### config.mk
export PLATFORM = sky130hd
export DESIGN_NAME = xor_stream_checksum
export DESIGN_NICKNAME = d
export VERILOG_FILES = /design/src/rtl/xor_stream_checksum_pkg.sv /design/src/rtl/xor_stream_checksum_xor_word.sv /design/src/rtl/xor_stream_checksum.sv
export SDC_FILE = /design/constraint.sdc
export NUM_CORES = 1
export LEC_CHECK = 0
export CAP_MARGIN = 20
export CORE_ASPECT_RATIO = 1.4
export CORE_UTILIZATION = 45
export DETAILED_ROUTE_END_ITERATION = 6
export PLACE_DENSITY = 0.73
export SLEW_MARGIN = 20
export SYNTH_ARGS = -nofsm -noshare
export SYNTH_HDL_FRONTEND = slang
export SYNTH_SLANG_ARGS = --single-unit
### constraint.sdc
create_clock -name clk -period 1.3 [get_ports clk]
set_input_delay 0.325 -clock clk [delete_from_list [all_inputs] [get_ports clk]]
set_output_delay 0.325 -clock clk [all_outputs]
set_load 0.05 [all_outputs]
### src/rtl/xor_stream_checksum_pkg.sv
// Shared types for the framed XOR checksum engine: FSM states and the result payload.
package xor_stream_checksum_pkg;

  typedef enum logic {
    ST_ACCUM = 1'b0,
    ST_DONE  = 1'b1
  } state_e;

  localparam int unsigned DEF_WIDTH   = 8;
  localparam int unsigned DEF_MAX_LEN = 16;
  localparam int unsigned DEF_CNT_W   = $clog2(DEF_MAX_LEN + 1);

  // Result payload as seen by consumers of the default configuration.
  typedef struct packed {
    logic [DEF_WIDTH-1:0] sum;
    logic [DEF_CNT_W-1:0] len;
    logic                 parity;
    logic                 err;
  } chk_result_t;

endpackage

### src/rtl/xor_stream_checksum_xor_word.sv
// WIDTH-wide bitwise XOR of two words, used for the accumulator update.
module xor_word #(
  parameter int unsigned WIDTH = 8
) (
  input  logic [WIDTH-1:0] a,
  input  logic [WIDTH-1:0] b,
  output logic [WIDTH-1:0] y
);

  assign y = a ^ b;

endmodule

### src/rtl/xor_stream_checksum.sv
// Framed XOR checksum engine: accumulates words from SEED until the last beat,
// then presents sum, saturated length, parity and overflow on a valid/ready output.
module xor_stream_checksum #(
  parameter int unsigned     WIDTH   = 8,
  parameter int unsigned     MAX_LEN = 16,
  parameter logic [WIDTH-1:0] SEED   = '0
) (
  input  logic                               clk,
  input  logic                               rst_n,
  input  logic                               in_valid,
  output logic                               in_ready,
  input  logic [WIDTH-1:0]                   in_data,
  input  logic                               in_last,
  output logic                               out_valid,
  input  logic                               out_ready,
  output logic [WIDTH-1:0]                   out_sum,
  output logic [$clog2(MAX_LEN+1)-1:0]       out_len,
  output logic                               out_parity,
  output logic                               out_err
);

  import xor_stream_checksum_pkg::*;

  localparam int unsigned CNT_W = $clog2(MAX_LEN + 1);

  typedef struct packed {
    logic [WIDTH-1:0] sum;
    logic [CNT_W-1:0] len;
    logic             parity;
    logic             err;
  } result_t;

  localparam result_t RES_RESET = '{sum: SEED, len: '0, parity: ^SEED, err: 1'b0};

  state_e           state_q, state_d;
  logic [WIDTH-1:0] acc_q, acc_d;
  logic [CNT_W-1:0] cnt_q, cnt_d;
  logic             err_q, err_d;
  logic             ready_q, ready_d;
  logic             valid_q, valid_d;
  result_t          res_q, res_d;

  logic [WIDTH-1:0] acc_upd;
  logic [CNT_W-1:0] cnt_upd;
  logic             err_upd;
  logic             cnt_sat;
  logic             beat_acc;

  xor_word #(.WIDTH(WIDTH)) u_acc_xor (
    .a (acc_q),
    .b (in_data),
    .y (acc_upd)
  );

  // Count saturates at MAX_LEN; any beat arriving at saturation flags overflow.
  always_comb begin
    beat_acc = in_valid && ready_q;
    cnt_sat  = (cnt_q == CNT_W'(MAX_LEN));
    cnt_upd  = cnt_sat ? cnt_q : cnt_q + CNT_W'(1);
    err_upd  = err_q | cnt_sat;
  end

  always_comb begin
    state_d = state_q;
    acc_d   = acc_q;
    cnt_d   = cnt_q;
    err_d   = err_q;
    ready_d = ready_q;
    valid_d = valid_q;
    res_d   = res_q;
    case (state_q)
      ST_ACCUM: begin
        if (beat_acc) begin
          acc_d = acc_upd;
          cnt_d = cnt_upd;
          err_d = err_upd;
          if (in_last) begin
            state_d      = ST_DONE;
            ready_d      = 1'b0;
            valid_d      = 1'b1;
            res_d.sum    = acc_upd;
            res_d.len    = cnt_upd;
            res_d.parity = ^acc_upd;
            res_d.err    = err_upd;
          end
        end
      end
      ST_DONE: begin
        // Result held until taken; input reopens the cycle after the handshake.
        if (out_ready) begin
          state_d = ST_ACCUM;
          acc_d   = SEED;
          cnt_d   = '0;
          err_d   = 1'b0;
          ready_d = 1'b1;
          valid_d = 1'b0;
        end
      end
      default: begin
        state_d = ST_ACCUM;
        ready_d = 1'b1;
        valid_d = 1'b0;
      end
    endcase
  end

  always_ff @(posedge clk or negedge rst_n) begin
    if (!rst_n) begin
      state_q <= ST_ACCUM;
      acc_q   <= SEED;
      cnt_q   <= '0;
      err_q   <= 1'b0;
      ready_q <= 1'b1;
      valid_q <= 1'b0;
      res_q   <= RES_RESET;
    end else begin
      state_q <= state_d;
      acc_q   <= acc_d;
      cnt_q   <= cnt_d;
      err_q   <= err_d;
      ready_q <= ready_d;
      valid_q <= valid_d;
      res_q   <= res_d;
    end
  end

  assign in_ready   = ready_q;
  assign out_valid  = valid_q;
  assign out_sum    = res_q.sum;
  assign out_len    = res_q.len;
  assign out_parity = res_q.parity;
  assign out_err    = res_q.err;

endmodule

# Yosys cells after proc, flatten, opt, wreduce, memory -nomap -nowiden
# Index checks and enable logic that the tools add are counted.
# word_totals
in_bits,13
output_inout_bits,17
register_bits,32
word_cells,44
# op_classes
addsub,1
reduce_logical,5
bitwise,3
eq_ne,4
muxes,21
# ops
op,count
8-bit 2-to-1 mux,2
8-bit one-hot mux with 2 select lines,1
5-bit 2-to-1 mux,3
1-bit 2-to-1 mux,10
5-bit one-hot mux with 2 select lines,1
1-bit one-hot mux with 2 select lines,4
8-bit parity,1
8-bit XOR,1
2-bit inequality test (second input constant),3
3-bit AND reduction,2
5-bit by 1-bit adder with 5-bit output (second input constant),1
5-bit == test (second input constant),1
2-bit AND reduction,1
1-bit logical AND,1
1-bit NOT,1
1-bit bitwise OR,1

# Depth between registers and ports, before layout
# depth
depth_word,4
ltp_mapped,7
mapped_depth_nobuf,6

# Modules after synthesis
# Synthesis repeated with hierarchy kept, for this count alone.
# unflattened
cells_unflattened,138
area_unflattened_um2,1491.4
# modules_own_cells
mod,cells_per_inst,seq_area_each_um2,area_each_um2,n_inst
xor_stream_checksum,130,802.0,1421.4,1
xor_word,8,0.0,70.1,1

# Worst setup path after synthesis
# No wires, ideal clock.
# synth_path
path_type,register to register
from,reg ready_q (netlist: in_ready)
to,"reg res_q, in the netlist out_len[1]"
required_time_ns,1.175
path_stages_with_launch,6
setup_ns,0.125
slack_ns,-0.326
arrival_time_ns,1.501
path_buffers,2
period_less_slack_ns,1.626
path_cell_list,dfstp_2 and3_1 buf_2 nand2_1 buf_4 mux2_4
# synth_via
elab_chain_len,2
# synth_lines
item,line_no,rtl
from (decl),xor_stream_checksum.sv:39,"logic ready_q, ready_d;"
from (signal assigned),xor_stream_checksum.sv:121,ready_q <= ready_d;
1-bit logical AND,xor_stream_checksum.sv:57,beat_acc = in_valid && ready_q;
3-bit AND reduction (no line),--,
to (signal assigned),xor_stream_checksum.sv:123,res_q <= res_d;
to (decl),xor_stream_checksum.sv:41,"result_t res_q, res_d;"
# No other way between the ends.
# A chain may end at the register's enable or synchronous reset.

# Final worst setup path
# layout_path
from,reg ready_q (netlist: in_ready)
to,reg cnt_q[2]
# layout_via
elab_chain_len,3
# layout_lines
item,line_no,rtl
1-bit logical AND,xor_stream_checksum.sv:57,
2-bit inequality test (no line),--,
2-bit AND reduction (no line),--,
to (signal assigned),xor_stream_checksum.sv:119,cnt_q <= cnt_d;
to (decl),xor_stream_checksum.sv:37,"logic [CNT_W-1:0] cnt_q, cnt_d;"
# No other way between the ends.

==> impl_results.html <==
<table>
<tr><th>Metric</th><th>Value</th></tr>
<tr><th colspan="2">CTS</th></tr>
<tr><td>Clock tree buffer depth</td><td>2</td></tr>
<tr><td>Clock slew at reported path FFs</td><td>0.07 ns</td></tr>
<tr><td>Count of clock tree sinks</td><td>32</td></tr>
<tr><td>Number of buffers created by CTS</td><td>5</td></tr>
<tr><td>Buffer type at the clock tree root</td><td>sky130_fd_sc_hd__clkbuf_8</td></tr>
<tr><td>Clock network latency to the later pin of the worst-skew pair</td><td>0.28 ns</td></tr>
<tr><td>Clock tree from TritonCTS</td><td>yes</td></tr>
<tr><td>Maximum level of the CTS H-tree</td><td>2</td></tr>
<tr><th colspan="2">Global route</th></tr>
<tr><td>Antenna violations before repair</td><td>0</td></tr>
<tr><td>Pin count of the biggest net entering global routing</td><td>33</td></tr>
<tr><td>Global-route wire length before repair</td><td>~5600 microns</td></tr>
<tr><td>Combined global-route utilization of all metal layers</td><td>a little over a fifth</td></tr>
<tr><td>Global route overflow</td><td>0</td></tr>
<tr><td>Via count of the first global-routing pass</td><td>1296</td></tr>
<tr><th colspan="2">Pwr</th></tr>
<tr><td>Cell Pwr Density</td><td>2480 mW/mm^2</td></tr>
<tr><td>Switching share of power</td><td>41.6%</td></tr>
<tr><td>Clock power frac</td><td>roughly an eighth</td></tr>
<tr><td>Leakage dissipation</td><td>about 1.1 nW</td></tr>
<tr><td>Peak VDD IR</td><td>1760 uV</td></tr>
<tr><td>Combinational Power Share</td><td>roughly 57%</td></tr>
<tr><td>Switching component of the power</td><td>2.48 mW</td></tr>
<tr><td>P_int</td><td>~3.5 mW</td></tr>
<tr><td>Share of power burned in registers</td><td>30.0%</td></tr>
<tr><th colspan="2">Layout</th></tr>
<tr><td>Footprint of the flip-flops and latches</td><td>802 sq um</td></tr>
<tr><td>Final Util</td><td>76.8%</td></tr>
<tr><td>Nets</td><td>223</td></tr>
<tr><td>Most frequent standard cell in the layout excluding fill and tap cells</td><td>sky130_fd_sc_hd__nand2_1</td></tr>
<tr><td>Commonest non-fill, non-tap cells in the layout</td><td>34 x sky130_fd_sc_hd__nand2_1, 31 x sky130_fd_sc_hd__dfrtp_1, 19 x sky130_fd_sc_hd__buf_12</td></tr>
<tr><td>Multi-input combinational cell area</td><td>~780 sq um</td></tr>
<tr><td>Number of inserted diodes</td><td>0</td></tr>
<tr><td>Layout cells sized above 1</td><td>37.3%</td></tr>
<tr><td>Count of placed standard cells in the final layout, fillers left out</td><td>248</td></tr>
<tr><td>Filler cell count</td><td>202</td></tr>
<tr><td>Layout-stage area growth over the synthesis result</td><td>62.7%</td></tr>
<tr><th colspan="2">Logic synthesis</th></tr>
<tr><td>Count of unique library cells instantiated by Yosys</td><td>21</td></tr>
<tr><td>Post-synthesis sequential area ratio</td><td>between 50% and 60%</td></tr>
<tr><td>Post-Syn Nets</td><td>170</td></tr>
<tr><td>Post-synthesis cell area</td><td>0.00148 sq mm</td></tr>
<tr><td>Count of flip-flops with a built-in enable after synthesis</td><td>0</td></tr>
<tr><td>Count of synthesis-stage warnings from yosys</td><td>0</td></tr>
<tr><td>Synth async-reset ratio</td><td>100%</td></tr>
<tr><td>Number of cells produced by synthesis</td><td>155</td></tr>
<tr><td>Most frequently used flop master after synthesis</td><td>sky130_fd_sc_hd__dfrtp_1</td></tr>
<tr><td>Seq cells post-synth</td><td>32</td></tr>
<tr><td>Average size of a mapped cell</td><td>between 9 and 10 sq um</td></tr>
<tr><th colspan="2">Hold path</th></tr>
<tr><td>Kind of path behind the tightest hold check</td><td>in -&gt; async</td></tr>
<tr><th colspan="2">Status</th></tr>
<tr><td>Failing checks</td><td>negative setup slack</td></tr>
<tr><td>Run status</td><td>complete, but fails checks</td></tr>
<tr><th colspan="2">STA</th></tr>
<tr><td>RSZ-0062 raised after global routing</td><td>yes</td></tr>
<tr><td>Highest achievable clock rate</td><td>a little over 700 MHz</td></tr>
<tr><td>Final worst setup slack</td><td>-0.113 ns</td></tr>
<tr><td>Count of pins over their slew limit</td><td>0</td></tr>
<tr><td>Minimum period implied by the final worst setup slack</td><td>1.41 ns</td></tr>
<tr><td>Slew at the pin with the worst max-slew slack</td><td>around 0.24 ns</td></tr>
<tr><td>Setup Viol. Count Final</td><td>15</td></tr>
<tr><td>Post-route clock skew</td><td>around 0.0076 ns</td></tr>
<tr><td>Rel. slew slack</td><td>83.8%</td></tr>
<tr><td>Endpoints failing hold</td><td>0</td></tr>
<tr><td>Period utilisation layout</td><td>109%</td></tr>
<tr><th colspan="2">Placement</th></tr>
<tr><td>Gp weighted congestion</td><td>0.745</td></tr>
<tr><td>Post-DP HPWL</td><td>2460 microns</td></tr>
<tr><td>Count of port buffers added during placement</td><td>29</td></tr>
<tr><td>Count of placed standard cells including taps</td><td>238</td></tr>
<tr><td>Setup WS pre-CTS</td><td>-0.444 ns</td></tr>
<tr><th colspan="2">Setup path</th></tr>
<tr><td>Capture instance of the worst register-to-register path</td><td>cnt_q[2]</td></tr>
<tr><td>Worst EP required</td><td>around 1.5 ns</td></tr>
<tr><td>Buffer and inverter count on the worst path</td><td>1</td></tr>
<tr><td>Critical path capture point type</td><td>flip-flop</td></tr>
<tr><td>Arrival time worst endpoint</td><td>roughly 1.6 ns</td></tr>
<tr><td>Sort of element at the start of the critical path</td><td>flip-flop</td></tr>
<tr><td>Worst reg2reg startpoint</td><td>in_ready</td></tr>
<tr><td>Maximum fanout count along the critical path</td><td>3</td></tr>
<tr><td>Launch point of the critical path</td><td>in_ready</td></tr>
<tr><td>Crit path capture</td><td>cnt_q[2]</td></tr>
<tr><td>Highest cell delay on the worst timing path</td><td>0.56 ns</td></tr>
<tr><td>Crit path depth</td><td>5</td></tr>
<tr><td>CP Class</td><td>reg -&gt; reg</td></tr>
<tr><td>Crit path max-delay family</td><td>flip-flops</td></tr>
<tr><td>Worst r2r path cells</td><td>5</td></tr>
<tr><td>Cell-by-cell trace of the critical path</td><td>and3_2 &gt; buf_4 &gt; nand2_2 &gt; nor3b_2 &gt; a21o_1</td></tr>
<tr><td>Worst path slowest cell</td><td>sky130_fd_sc_hd__dfstp_2</td></tr>
<tr><td>Reg-to-reg slack, setup</td><td>-0.11 ns</td></tr>
<tr><th colspan="2">Routing</th></tr>
<tr><td># DRC</td><td>0</td></tr>
<tr><td>First drt pass iteration count</td><td>4</td></tr>
<tr><td>Post-detailed-route via-to-cell ratio</td><td>5.28</td></tr>
<tr><td>Vias post-DR</td><td>1309</td></tr>
<tr><td>Post-DRT Antenna Nets</td><td>0</td></tr>
<tr><td>Detailed Route Iter0 Violations</td><td>27</td></tr>
<tr><td>Final routed wirelength across all metal layers</td><td>3730 microns</td></tr>
<tr><td>Avg WL per Cell</td><td>15.0 microns</td></tr>
<tr><th colspan="2">Run</th></tr>
<tr><td>Max-Cap Viols</td><td>0</td></tr>
<tr><th colspan="2">Floorplanning</th></tr>
<tr><td>Chip Height</td><td>about 70 microns</td></tr>
<tr><td>Effective utilization at floorplan</td><td>47.2%</td></tr>
<tr><td>Ports</td><td>30</td></tr>
<tr><td>DIE WIDTH</td><td>50.4 microns</td></tr>
<tr><td>Die ar.</td><td>0.00351 sq mm</td></tr>
<tr><td>Core Box Area</td><td>around 0.0031 sq mm</td></tr>
<tr><td>Number of standard-cell rows in the floorplan</td><td>24</td></tr>
</table>
[sequential cells by signal, summed over array words and instances (netlist names)]
name        flops
acc_q           8
out_sum         8
out_len         5
cnt_q           5
out_parity      1
out_valid       1
err_q           1
out_err         1
state_q         1
in_ready        1
[final cells by class]
type,instances,area share (%)
flip-flops and latches,32,33.4
inverters,3,0.469
multi-input cells,114,32.5
clock buffers,6,3.44
clock inverters,2,0.417
well taps,39,2.03
repair buffers,52,27.7
[worst min path at each step]
stage	start	to	slack, ns	cells after the start
after floorplan	rst_n	acc_q[0]	0.03	0
after global placement	acc_q[6]	acc_q[6]	0.48	1
after detailed placement	acc_q[6]	acc_q[6]	0.49	1
after CTS	rst_n	acc_q[4]	0.40	2
after global routing	rst_n	out_len[1]	0.41	2
final	rst_n	cnt_q[1]	0.39	2
[repair_timing]
action | CTS | global route
hold buffers | 0 | 0
setup endpoints to repair | 16 | 26
resized for setup | 11 | 34
buffers inserted | 1 | 1
pin swaps | 5 | 5
[worst register-to-register path, delay by kind of cell, from the launching register on]
kind	cells	cell delay (ns)
and+or+nand+nor	3	0.54
buffers and inverters	1	0.15
AOI/OAI and AO/OA	1	0.12
DFF	1	0.56
[power groups by stage]
stage	Sequential (mW)	Combinational [mW]	Clock [mW]
after floorplan	2.35	1.07	0
after global placement	1.72	3.00	0
after detailed placement	1.75	3.08	0
after CTS	1.76	3.16	0.798
after global routing	1.84	3.58	0.836
final	1.79	3.39	0.775
[cells in the mapped netlist, types with 2 or more instances]
cell type,instances,area [sq um]
sky130_fd_sc_hd__nand3_1,6,30.0
sky130_fd_sc_hd__nor2_1,2,7.51
sky130_fd_sc_hd__inv_1,3,11.3
sky130_fd_sc_hd__buf_2,4,20.0
sky130_fd_sc_hd__xor2_1,2,17.5
sky130_fd_sc_hd__and3_1,2,12.5
sky130_fd_sc_hd__ha_1,2,25.0
sky130_fd_sc_hd__o21ai_0,34,170
sky130_fd_sc_hd__xnor2_1,17,149
sky130_fd_sc_hd__nand2_1,37,139
sky130_fd_sc_hd__dfrtp_1,31,776
sky130_fd_sc_hd__a21oi_1,6,30.0
[cell families after synthesis]
kind of cell / after synthesis / synth area share, %
AOI/OAI and AO/OA: 43 / 14.9
xor gates and xnor gates: 19 / 11.3
adders and majority gates: 2 / 1.70
buffers and inverters: 9 / 2.88
DFF: 32 / 54.4
muxes: 1 / 1.02
and+or+nand+nor: 49 / 13.8
[stage by stage]
stage                     setup TNS, ns  cell area [sq um]  total power, mW  hold WS (ns)
after global routing              -1.61               2400             6.26         0.408
after floorplan                   -4.01               1520             3.42        0.0294
after detailed placement          -8.00               2160             4.83         0.493
after CTS                        -0.324               2300             5.72         0.402
after global placement            -6.59               2160             4.72         0.478
final                            -0.677               2400             5.96         0.395
[per-layer routing]
| layer | vias to the layer above | GRT usage, % | share of wire [%] |
|---|---|---|---|
| met3 | 12 | 5.04 | 3.6 |
| li1 | 627 | - | - |
| met4 | 0 | 11.4 | 3.2 |
| met5 | - | 0 | 0 |
| met2 | 41 | 37.2 | 56 |
| met1 | 629 | 23.5 | 37 |
Note: power is estimated with default switching activity, not from simulation.
